File: src/rtl/alu_arbiter_pkg.sv
// Shared opcode encodings and request payload type for the execute-stage ALU arbiter.
package alu_arbiter_pkg;

   localparam logic [3:0] ALU_ADD    = 4'b0000;
   localparam logic [3:0] ALU_SUB    = 4'b0001;
   localparam logic [3:0] ALU_SLT    = 4'b0010;
   localparam logic [3:0] ALU_SLTU   = 4'b0011;
   localparam logic [3:0] ALU_XOR    = 4'b0100;
   localparam logic [3:0] ALU_OR     = 4'b0101;
   localparam logic [3:0] ALU_AND    = 4'b0110;
   localparam logic [3:0] ALU_SLL    = 4'b0111;
   localparam logic [3:0] ALU_SRL    = 4'b1000;
   localparam logic [3:0] ALU_SRA    = 4'b1001;
   localparam logic [3:0] ALU_PASS_B = 4'b1111;

   typedef struct packed {
      logic [31:0] operand_a;
      logic [31:0] operand_b;
      logic [3:0]  alu_op;
   } alu_req_t;

   // Encodings 1010..1110 are holes in the opcode map.
   function automatic logic is_legal_op(input logic [3:0] op);
      return (op <= ALU_SRA) || (op == ALU_PASS_B);
   endfunction

endpackage

File: src/rtl/alu_arbiter_if.sv
// Bundle of both request channels, the ALU drive/return and the response channel.
interface alu_arbiter_if #(
   parameter int TAG_W = 4
);

   logic             i_req0_valid;
   logic             o_req0_ready;
   logic [31:0]      i_req0_operand_a;
   logic [31:0]      i_req0_operand_b;
   logic [3:0]       i_req0_alu_op;
   logic [TAG_W-1:0] i_req0_tag;

   logic             i_req1_valid;
   logic             o_req1_ready;
   logic [31:0]      i_req1_operand_a;
   logic [31:0]      i_req1_operand_b;
   logic [3:0]       i_req1_alu_op;
   logic [TAG_W-1:0] i_req1_tag;

   logic [31:0]      o_alu_operand_a;
   logic [31:0]      o_alu_operand_b;
   logic [3:0]       o_alu_op;
   logic [31:0]      i_alu_data;

   logic             o_rsp_valid;
   logic             i_rsp_ready;
   logic [31:0]      o_rsp_data;
   logic             o_rsp_id;
   logic [TAG_W-1:0] o_rsp_tag;
   logic             o_rsp_illegal;

   modport master (
      output i_req0_valid, i_req0_operand_a, i_req0_operand_b, i_req0_alu_op, i_req0_tag,
      input  o_req0_ready,
      output i_req1_valid, i_req1_operand_a, i_req1_operand_b, i_req1_alu_op, i_req1_tag,
      input  o_req1_ready,
      input  o_alu_operand_a, o_alu_operand_b, o_alu_op,
      output i_alu_data,
      input  o_rsp_valid, o_rsp_data, o_rsp_id, o_rsp_tag, o_rsp_illegal,
      output i_rsp_ready
   );

   modport slave (
      input  i_req0_valid, i_req0_operand_a, i_req0_operand_b, i_req0_alu_op, i_req0_tag,
      output o_req0_ready,
      input  i_req1_valid, i_req1_operand_a, i_req1_operand_b, i_req1_alu_op, i_req1_tag,
      output o_req1_ready,
      output o_alu_operand_a, o_alu_operand_b, o_alu_op,
      input  i_alu_data,
      output o_rsp_valid, o_rsp_data, o_rsp_id, o_rsp_tag, o_rsp_illegal,
      input  i_rsp_ready
   );

endinterface

File: src/rtl/alu_arbiter_rr_arb2.sv
// Two-way grant: a lone requester always wins; on a tie the priority pointer
// decides (round-robin) or requester 0 wins (fixed priority).
module rr_arb2 #(
   parameter bit RR_EN = 1'b1
) (
   input  logic       i_clk,
   input  logic       i_rst,
   input  logic [1:0] i_req,
   input  logic       i_advance,
   output logic       o_gnt_valid,
   output logic       o_gnt_id
);

   logic r_prio;

   always_comb begin
      o_gnt_valid = |i_req;
      o_gnt_id    = 1'b0;
      if (i_req == 2'b10) begin
         o_gnt_id = 1'b1;
      end else if ((i_req == 2'b11) && RR_EN) begin
         o_gnt_id = r_prio;
      end
   end

   // After every accepted grant the other requester gets first claim on a tie.
   always_ff @(posedge i_clk) begin
      if (i_rst) begin
         r_prio <= 1'b0;
      end else if (i_advance && RR_EN) begin
         r_prio <= ~o_gnt_id;
      end
   end

endmodule

File: src/rtl/alu_arbiter.sv
// Shares one combinational ALU between two valid/ready requesters and returns
// each result through a one-entry response buffer tagged with requester ID.
module alu_arbiter
   import alu_arbiter_pkg::*;
#(
   parameter int TAG_W = 4,
   parameter bit RR_EN = 1'b1
) (
   input  logic         i_clk,
   input  logic         i_rst,
   alu_arbiter_if.slave bus
);

   localparam logic [0:0] ST_EMPTY = 1'b0;
   localparam logic [0:0] ST_FULL  = 1'b1;

   logic [0:0]       r_state;
   logic [31:0]      r_rsp_data;
   logic             r_rsp_id;
   logic [TAG_W-1:0] r_rsp_tag;
   logic             r_rsp_illegal;

   logic             w_free;
   logic             w_gnt_valid;
   logic             w_gnt_id;
   logic             w_accept;
   alu_req_t         w_sel;
   logic [TAG_W-1:0] w_sel_tag;

   // Draining the buffer frees it in the same cycle, so back-to-back ops never bubble.
   assign w_free = (r_state == ST_EMPTY) | bus.i_rsp_ready;

   rr_arb2 #(
      .RR_EN (RR_EN)
   ) u_arb (
      .i_clk       (i_clk),
      .i_rst       (i_rst),
      .i_req       ({bus.i_req1_valid, bus.i_req0_valid}),
      .i_advance   (w_accept),
      .o_gnt_valid (w_gnt_valid),
      .o_gnt_id    (w_gnt_id)
   );

   assign bus.o_req0_ready = ~i_rst & w_free & w_gnt_valid & ~w_gnt_id;
   assign bus.o_req1_ready = ~i_rst & w_free & w_gnt_valid &  w_gnt_id;
   assign w_accept         = bus.o_req0_ready | bus.o_req1_ready;

   // ALU inputs sit at zero (ADD) when idle or in reset to keep them quiet.
   always_comb begin
      w_sel     = '0;
      w_sel_tag = '0;
      if (!i_rst && w_gnt_valid) begin
         if (w_gnt_id) begin
            w_sel.operand_a = bus.i_req1_operand_a;
            w_sel.operand_b = bus.i_req1_operand_b;
            w_sel.alu_op    = bus.i_req1_alu_op;
            w_sel_tag       = bus.i_req1_tag;
         end else begin
            w_sel.operand_a = bus.i_req0_operand_a;
            w_sel.operand_b = bus.i_req0_operand_b;
            w_sel.alu_op    = bus.i_req0_alu_op;
            w_sel_tag       = bus.i_req0_tag;
         end
      end
   end

   assign bus.o_alu_operand_a = w_sel.operand_a;
   assign bus.o_alu_operand_b = w_sel.operand_b;
   assign bus.o_alu_op        = w_sel.alu_op;

   always_ff @(posedge i_clk) begin
      if (i_rst) begin
         r_state       <= ST_EMPTY;
         r_rsp_data    <= '0;
         r_rsp_id      <= 1'b0;
         r_rsp_tag     <= '0;
         r_rsp_illegal <= 1'b0;
      end else if (w_accept) begin
         r_state       <= ST_FULL;
         r_rsp_data    <= bus.i_alu_data;
         r_rsp_id      <= w_gnt_id;
         r_rsp_tag     <= w_sel_tag;
         r_rsp_illegal <= ~is_legal_op(w_sel.alu_op);
      end else if (bus.i_rsp_ready) begin
         r_state       <= ST_EMPTY;
      end
   end

   assign bus.o_rsp_valid   = (r_state == ST_FULL);
   assign bus.o_rsp_data    = r_rsp_data;
   assign bus.o_rsp_id      = r_rsp_id;
   assign bus.o_rsp_tag     = r_rsp_tag;
   assign bus.o_rsp_illegal = r_rsp_illegal;

endmodule
File: src/flat_wrapper.sv
// flat-port wrapper written by rule: the top's interface ports become plain ports
module alu_arbiter_flat import alu_arbiter_pkg::*;
#(
   parameter int TAG_W = 4,
   parameter bit RR_EN = 1'b1
)
  (i_clk, i_rst, bus_i_req0_valid, bus_i_req0_operand_a, bus_i_req0_operand_b, bus_i_req0_alu_op, bus_i_req0_tag, bus_o_req0_ready, bus_i_req1_valid, bus_i_req1_operand_a, bus_i_req1_operand_b, bus_i_req1_alu_op, bus_i_req1_tag, bus_o_req1_ready, bus_o_alu_operand_a, bus_o_alu_operand_b, bus_o_alu_op, bus_i_alu_data, bus_o_rsp_valid, bus_o_rsp_data, bus_o_rsp_id, bus_o_rsp_tag, bus_o_rsp_illegal, bus_i_rsp_ready);
  alu_arbiter_if #(.TAG_W(TAG_W)) bus_i ();
  input  logic i_clk;
  input  logic i_rst;
  input wire logic [$bits(bus_i.i_req0_valid)-1:0] bus_i_req0_valid;
  input wire logic [$bits(bus_i.i_req0_operand_a)-1:0] bus_i_req0_operand_a;
  input wire logic [$bits(bus_i.i_req0_operand_b)-1:0] bus_i_req0_operand_b;
  input wire logic [$bits(bus_i.i_req0_alu_op)-1:0] bus_i_req0_alu_op;
  input wire logic [$bits(bus_i.i_req0_tag)-1:0] bus_i_req0_tag;
  output wire logic [$bits(bus_i.o_req0_ready)-1:0] bus_o_req0_ready;
  input wire logic [$bits(bus_i.i_req1_valid)-1:0] bus_i_req1_valid;
  input wire logic [$bits(bus_i.i_req1_operand_a)-1:0] bus_i_req1_operand_a;
  input wire logic [$bits(bus_i.i_req1_operand_b)-1:0] bus_i_req1_operand_b;
  input wire logic [$bits(bus_i.i_req1_alu_op)-1:0] bus_i_req1_alu_op;
  input wire logic [$bits(bus_i.i_req1_tag)-1:0] bus_i_req1_tag;
  output wire logic [$bits(bus_i.o_req1_ready)-1:0] bus_o_req1_ready;
  output wire logic [$bits(bus_i.o_alu_operand_a)-1:0] bus_o_alu_operand_a;
  output wire logic [$bits(bus_i.o_alu_operand_b)-1:0] bus_o_alu_operand_b;
  output wire logic [$bits(bus_i.o_alu_op)-1:0] bus_o_alu_op;
  input wire logic [$bits(bus_i.i_alu_data)-1:0] bus_i_alu_data;
  output wire logic [$bits(bus_i.o_rsp_valid)-1:0] bus_o_rsp_valid;
  output wire logic [$bits(bus_i.o_rsp_data)-1:0] bus_o_rsp_data;
  output wire logic [$bits(bus_i.o_rsp_id)-1:0] bus_o_rsp_id;
  output wire logic [$bits(bus_i.o_rsp_tag)-1:0] bus_o_rsp_tag;
  output wire logic [$bits(bus_i.o_rsp_illegal)-1:0] bus_o_rsp_illegal;
  input wire logic [$bits(bus_i.i_rsp_ready)-1:0] bus_i_rsp_ready;
  assign bus_i.i_req0_valid = bus_i_req0_valid;
  assign bus_i.i_req0_operand_a = bus_i_req0_operand_a;
  assign bus_i.i_req0_operand_b = bus_i_req0_operand_b;
  assign bus_i.i_req0_alu_op = bus_i_req0_alu_op;
  assign bus_i.i_req0_tag = bus_i_req0_tag;
  assign bus_o_req0_ready = bus_i.o_req0_ready;
  assign bus_i.i_req1_valid = bus_i_req1_valid;
  assign bus_i.i_req1_operand_a = bus_i_req1_operand_a;
  assign bus_i.i_req1_operand_b = bus_i_req1_operand_b;
  assign bus_i.i_req1_alu_op = bus_i_req1_alu_op;
  assign bus_i.i_req1_tag = bus_i_req1_tag;
  assign bus_o_req1_ready = bus_i.o_req1_ready;
  assign bus_o_alu_operand_a = bus_i.o_alu_operand_a;
  assign bus_o_alu_operand_b = bus_i.o_alu_operand_b;
  assign bus_o_alu_op = bus_i.o_alu_op;
  assign bus_i.i_alu_data = bus_i_alu_data;
  assign bus_o_rsp_valid = bus_i.o_rsp_valid;
  assign bus_o_rsp_data = bus_i.o_rsp_data;
  assign bus_o_rsp_id = bus_i.o_rsp_id;
  assign bus_o_rsp_tag = bus_i.o_rsp_tag;
  assign bus_o_rsp_illegal = bus_i.o_rsp_illegal;
  assign bus_i.i_rsp_ready = bus_i_rsp_ready;
  alu_arbiter #(.TAG_W(TAG_W), .RR_EN(RR_EN)) u_core (.i_clk(i_clk), .i_rst(i_rst), .bus(bus_i));
endmodule
File: config.mk
export PLATFORM = sky130hd
export DESIGN_NAME = alu_arbiter_flat
export DESIGN_NICKNAME = d
export VERILOG_FILES = /design/src/rtl/alu_arbiter_pkg.sv /design/src/rtl/alu_arbiter_if.sv /design/src/rtl/alu_arbiter_rr_arb2.sv /design/src/rtl/alu_arbiter.sv /design/src/flat_wrapper.sv
export SDC_FILE = /design/constraint.sdc
export NUM_CORES = 1
export LEC_CHECK = 0
export BUFFER_PORTS_ARGS = -buffer_cell sky130_fd_sc_hd__buf_2
export CAP_MARGIN = 20
export CORE_AREA = 2 2 113 115
export DETAILED_ROUTE_END_ITERATION = 8
export DIE_AREA = 0 0 115 117
export GPL_ROUTABILITY_DRIVEN = 0
export PLACE_DENSITY = 0.65
export SLEW_MARGIN = 20
export SYNTH_ARGS = -nofsm -noshare
export SYNTH_HDL_FRONTEND = slang
export SYNTH_HIERARCHICAL = 1
export SYNTH_SLANG_ARGS = --single-unit
File: constraint.sdc
create_clock -name i_clk -period 6.4 [get_ports i_clk]
set_clock_uncertainty 0.05 [all_clocks]
set_input_delay 1.92 -clock i_clk [delete_from_list [all_inputs] [get_ports i_clk]]
set_output_delay 1.92 -clock i_clk [all_outputs]
set_load 0.005 [all_outputs]
* Yosys cells after proc, flatten, opt, wreduce, memory -nomap -nowiden *
Index checks and enable logic that the tools add are counted.

storage, ports and cells
  bits of input ports = 181
  register bits after elaboration = 40
  word-level logic and storage cells = 33

cells by class
  eq/ne operators = 3
  magnitude comparators = 1
  bitwise gates (word level) = 10
  muxes and demuxes = 8
  reductions and logical operators = 5

operators by type and width
  operator              number
  $mux W68              2
  $mux W4               2
  $and A1 B1 Y1         4
  $eq A2 B2 Y1 const B  2
  $eq A4 B4 Y1 const B  1
  $le A4 B4 Y1 const B  1
  $mux W1               4
  $not A1 Y1            4
  $or A1 B1 Y1          2
  $reduce_bool A2 Y1    1
  $reduce_or A2 Y1      1
  $logic_and A1 B1 Y1   1
  $logic_not A1 Y1      1
  $logic_or A1 B1 Y1    1

* Longest topological paths before layout *
  depth after elaboration = 8
  gate-level depth with buffers = 9
  depth with buffers taken out = 6

* Modules after synthesis *
The synthesis kept the hierarchy.

by module, submodules not included
  module       area each (um^2)  cells each  times used  sequential area each (um^2)
  alu_arbiter  2556.2            332         1           780.7
  rr_arb2      52.6              6           1           20.0

* Worst setup path after synthesis *
Ideal clock, no wire load.

  path kind = input port to output port
  start = input bus_i_req0_valid
  end = output bus_o_alu_operand_a[0]
  arrival = 2989 ps
  stages on the path = 7
  data required time = 4430 ps
  path slack = 1441 ps
  path buffers = 3
  cell sequence = nand2b_1 and2_2 clkbuf_1 buf_2 buf_2 mux2i_1 nor2_1

between the ends
  word-level cells in the longest chain between the ends = 5
  elaborated cells between the ends (all ways) = 8
  classes of those cells = 2 x eq/ne; 4 x mux; 2 x reduce/logical

RTL lines
  element                    RTL line                   source
  start: declaration         flat_wrapper.sv:11         input wire logic [$bits(bus_i.i_req0_valid)-1:0] bus_i_req0_valid;
  $eq A2 B2 Y1               alu_arbiter_rr_arb2.sv:21  end else if ((i_req == 2'b11) && RR_EN) begin
  $mux W1                    alu_arbiter_rr_arb2.sv:21
  $mux W1 (*)                alu_arbiter_rr_arb2.sv:19  if (i_req == 2'b10) begin
  named net u_core.w_gnt_id  alu_arbiter.sv:25          logic w_gnt_id;
  $mux W68 (*)               alu_arbiter.sv:53          if (w_gnt_id) begin
  $mux W68 (*)               alu_arbiter.sv:52          if (!i_rst && w_gnt_valid) begin
  end: declaration           flat_wrapper.sv:23         output wire logic [$bits(bus_i.o_alu_operand_a)-1:0] bus_o_alu_operand_a;

Mark *: on every way through the listed nets, which the timed path passes. The rest lies on a longest branch.

* Final worst setup path *
  start = input bus_i_req0_valid
  end = output bus_o_alu_operand_b[29]

between the ends
  word-level cells in the longest chain between the ends = 5
  elaborated cells between the ends (all ways) = 8
  classes of those cells = 2 x eq/ne; 4 x mux; 2 x reduce/logical

RTL lines
  element                    RTL line                   source
  $eq A2 B2 Y1               alu_arbiter_rr_arb2.sv:21
  $mux W1                    alu_arbiter_rr_arb2.sv:21
  $mux W1 (*)                alu_arbiter_rr_arb2.sv:19
  named net u_core.w_gnt_id  alu_arbiter.sv:25
  $mux W68 (*)               alu_arbiter.sv:53
  $mux W68 (*)               alu_arbiter.sv:52
  end: declaration           flat_wrapper.sv:24         output wire logic [$bits(bus_i.o_alu_operand_b)-1:0] bus_o_alu_operand_b;

Marked as above.

==> results.json <==
{
  "run_status": "complete, no violations",
  "antenna-diode-count": 0,
  "synth.net_count": 519,
  "boundaryPins": 290,
  "hold_path_depth": 2,
  "cts_tree": "built",
  "cts.sinks": 40,
  "chip_width_um": 115,
  "launch_instance_of_the_worst_register_to_register_path": "u_core/u_arb/r_prio",
  "setup_tns_ns": 0,
  "timing.critical_path.to_type": "output pin",
  "p_int_mw": 0.535,
  "via_per_inst": 4.33,
  "r2r_setup_slack_ns": 4.38,
  "power_switching_share": 0.293,
  "grt_pass1_vias": 2993,
  "placed_area_um2": 4160,
  "cap_violations": 0,
  "cellPowerDensity_nw_per_um2": 177,
  "post_cts_hold_buffer_count": 0,
  "final.hold.worst_slack_ns": 0.403,
  "post-cts-setup-buffers": 0,
  "detail_route.wl_per_cell_um": 14.9,
  "synth.top_cell.area_share": 0.307,
  "worst_slew_pin_slew_ns": 0.738,
  "finalWorstSetupSlack_ns": 0.901,
  "worst-endpoint-required_ns": 4.43,
  "grt_start_max_net_pins": 69,
  "dominant_combinational_cell_family_by_area_after_synthesis": "simple AND/OR/NAND/NOR gates",
  "min_cycle_time_layout_ns": 5.50,
  "fp.coreArea_um2": 12300,
  "post_synth_and_or_nand_nor_area_fraction": 0.322,
  "layout.nets": 792,
  "clkPwrFrac": 0.311,
  "gr-usage-all-layers": 0.150,
  "cts_inserted_buffers": 5,
  "cellLeakagePower_nw": 2.46,
  "max-vdd-ir-drop_uv": 122,
  "worstPathArrival_ns": 3.53,
  "clockRootBuffer": "clkbuf_16",
  "critical_path.max_fanout": 45,
  "synth_area_in_adders": 0,
  "worst_hold_startpoint": "u_core/bus.o_rsp_id",
  "drive_above_1_share": 0.506,
  "hp-class": "reg -> reg",
  "synth-compound-area-share": 0.0331,
  "total_area_of_multi_input_combinational_cells_um2": 1640,
  "remaining_drc_errors": 0,
  "die_ht_um": 117,
  "finalCritPeriodShare": 0.859,
  "grt_antenna_before_repair": 0,
  "worstRegToRegCells": 6,
  "r2r-end": "u_core/bus.o_rsp_illegal",
  "combPwrFrac": 0.319,
  "route.antenna.remaining_nets": 0,
  "worst_hold_path.endpoint": "u_core/bus.o_rsp_id",
  "floorplan.initialDensity": 0.212,
  "setup.worst_path.start_class": "input port",
  "totalWireLength_um": 11300,
  "post_synth_inst_count": 338,
  "final-max-slew-violation-count": 0,
  "drt_pass1_iterations": 4,
  "htreeDepth": 2,
  "post_synth_main_area_contributors": "dfxtp_1, mux2i_1, nor2_1",
  "share_seq_of_total_power": 0.371,
  "gr-total-overflow": 0,
  "route.vias.total": 3295,
  "total_number_of_yosys_warnings": 6,
  "design_power_total_mw": 0.758,
  "avgSynthCellArea_um2": 7.72,
  "synth.cell_area_um2": 2610,
  "report.final.setup_viol": 0,
  "design_area_um2": 4290,
  "clk-insertion-delay-late_ns": 0.27,
  "initialDrtViolationCount": 260,
  "grt_first_pass_wirelength_um": 15700,
  "final_hold_viol_count": 0,
  "synth.area.mux_share": 0.272,
  "post_synth_num_cell_types": 26,
  "p_sw_mw": 0.222,
  "rows": 41,
  "synth-xor-area-share": 0,
  "die-area_um2": 13500,
  "synthesized_flop_and_latch_total": 40,
  "area_growth_pct": 64.5,
  "cell_accounting_for_the_most_synthesized_area": "dfxtp_1",
  "crit_type": "in -> out",
  "rsz0062_at_grt": "no",
  "clkSlewWorstSetupHoldPaths_ns": 0.06,
  "seq_area_frac_synth": 0.307,
  "final.fill_count": 1309,
  "dp_hpwl_um": 9130,
  "cts_repair_resize_count": 0,
  "maxClockFrequency_mhz": 182,
  "sequential_cell_area_um2": 801,
  "placement.io_buffers": 289,
  "detailedPlace.worstSlack_ns": 0.910,
  "cts.path.max_buffers": 2,
  "max-slew-margin-rel": 0.508
}
synthesized netlist by cell type:
library cell / number
o31ai_1: 1
a211oi_2: 2
clkbuf_1: 9
clkinv_8: 1
a311oi_1: 1
or2_1: 1
nor2_2: 2
nor2b_1: 1
nand3b_1: 33
a32o_1: 1
a21oi_1: 4
clkbuf_2: 1
nand2b_1: 3
mux2i_1: 71
or2_2: 1
buf_2: 15
inv_1: 2
and2_2: 1
buf_6: 1
nor3_1: 1
dfxtp_1: 40
buf_8: 1
a211oi_1: 2
nor2_1: 74
buf_1: 2
nand2_1: 67
flip-flops by register name (all words and copies together), names as in the netlist:
signal and cells:
u_core/bus.o_rsp_data 32, u_core/bus.o_rsp_tag 4, u_core/bus.o_rsp_id 1, u_core/bus.o_rsp_illegal 1, u_core/bus.o_rsp_valid 1, u_core/u_arb/r_prio 1
cell type report:
cell class | count | share of cell area
Sequential cell | 40 | 0.187
Multi-Input combinational cell | 266 | 0.382
Timing Repair Buffer | 295 | 0.351
Tap cell | 150 | 0.0437
Inverter | 3 | 0.00554
Clock inverter | 1 | 0.00117
Clock buffer | 6 | 0.0300
how the worst max path moves through the flow:
stage,start,to,slack (ns)
floorplan,bus_i_req0_valid,bus_o_alu_operand_a[0],1.44
global placement,bus_i_req0_valid,bus_o_alu_operand_a[2],0.95
detailed placement,bus_i_req0_valid,bus_o_alu_operand_b[29],0.91
CTS,bus_i_req0_valid,bus_o_alu_operand_b[29],0.91
global route,bus_i_req0_valid,bus_o_alu_operand_b[0],0.78
finish,bus_i_req0_valid,bus_o_alu_operand_b[29],0.90
metal layers:
layer	GRT usage	up-vias	wire length [um]
met4	0.0241	0	27
met3	0.0366	2	1040
li1	-	1660	-
met2	0.247	160	5380
met1	0.204	1473	4900
met5	0	-	0
critical path, cell delays in order:
cell and delay [ns]:
buf_2 0.11, nand2b_1 0.09, and2_4 0.61, buf_4 0.31
mux2i_1 0.22, nor2_1 0.06, buf_2 0.16
per-stage QoR:
step / utilization / cells
after global placement: 0.338 / 754
after global routing: 0.348 / 761
after detailed placement: 0.338 / 754
after floorplan: - / 338
after CTS: 0.348 / 761
final: 0.348 / 761
cells in the final DEF, fill, tap and decap left out:
cell type and count:
nor2_1 74, a211oi_2 2, clkbuf_16 5, inv_1 2, a211oi_1 2, nand2_1 67
a21oi_1 4, or2_2 1, and2_4 1, clkinv_2 1, clkbuf_1 1, buf_2 289
mux2i_1 71, nand2b_1 2, buf_4 5, nand2b_2 1, nor2b_1 1, nor3_1 1
or2_1 1, a32o_1 1, buf_12 1, nand3b_1 33, o31ai_1 1, a311oi_1 1
clkinv_8 1, dfxtp_1 40, nor2_2 2
power by group through the flow:
stage / combinational [mW] / clock, mW / sequential [mW]
after floorplan: 0.115 / 0 / 0.289
after global placement: 0.244 / 0 / 0.286
after global routing: 0.269 / 0.254 / 0.284
final: 0.242 / 0.235 / 0.281
after CTS: 0.246 / 0.244 / 0.281
after detailed placement: 0.244 / 0 / 0.286
cells by family (layout without fill, tap and decap cells):
family                 after synthesis  in the layout
and+or+nand+nor                    184            184
muxes                               71             71
DFF                                 40             40
buffers and inverters               32            305
AOI/OAI and AO/OA                   11             11
Note: power is estimated with default switching activity, not from simulation.
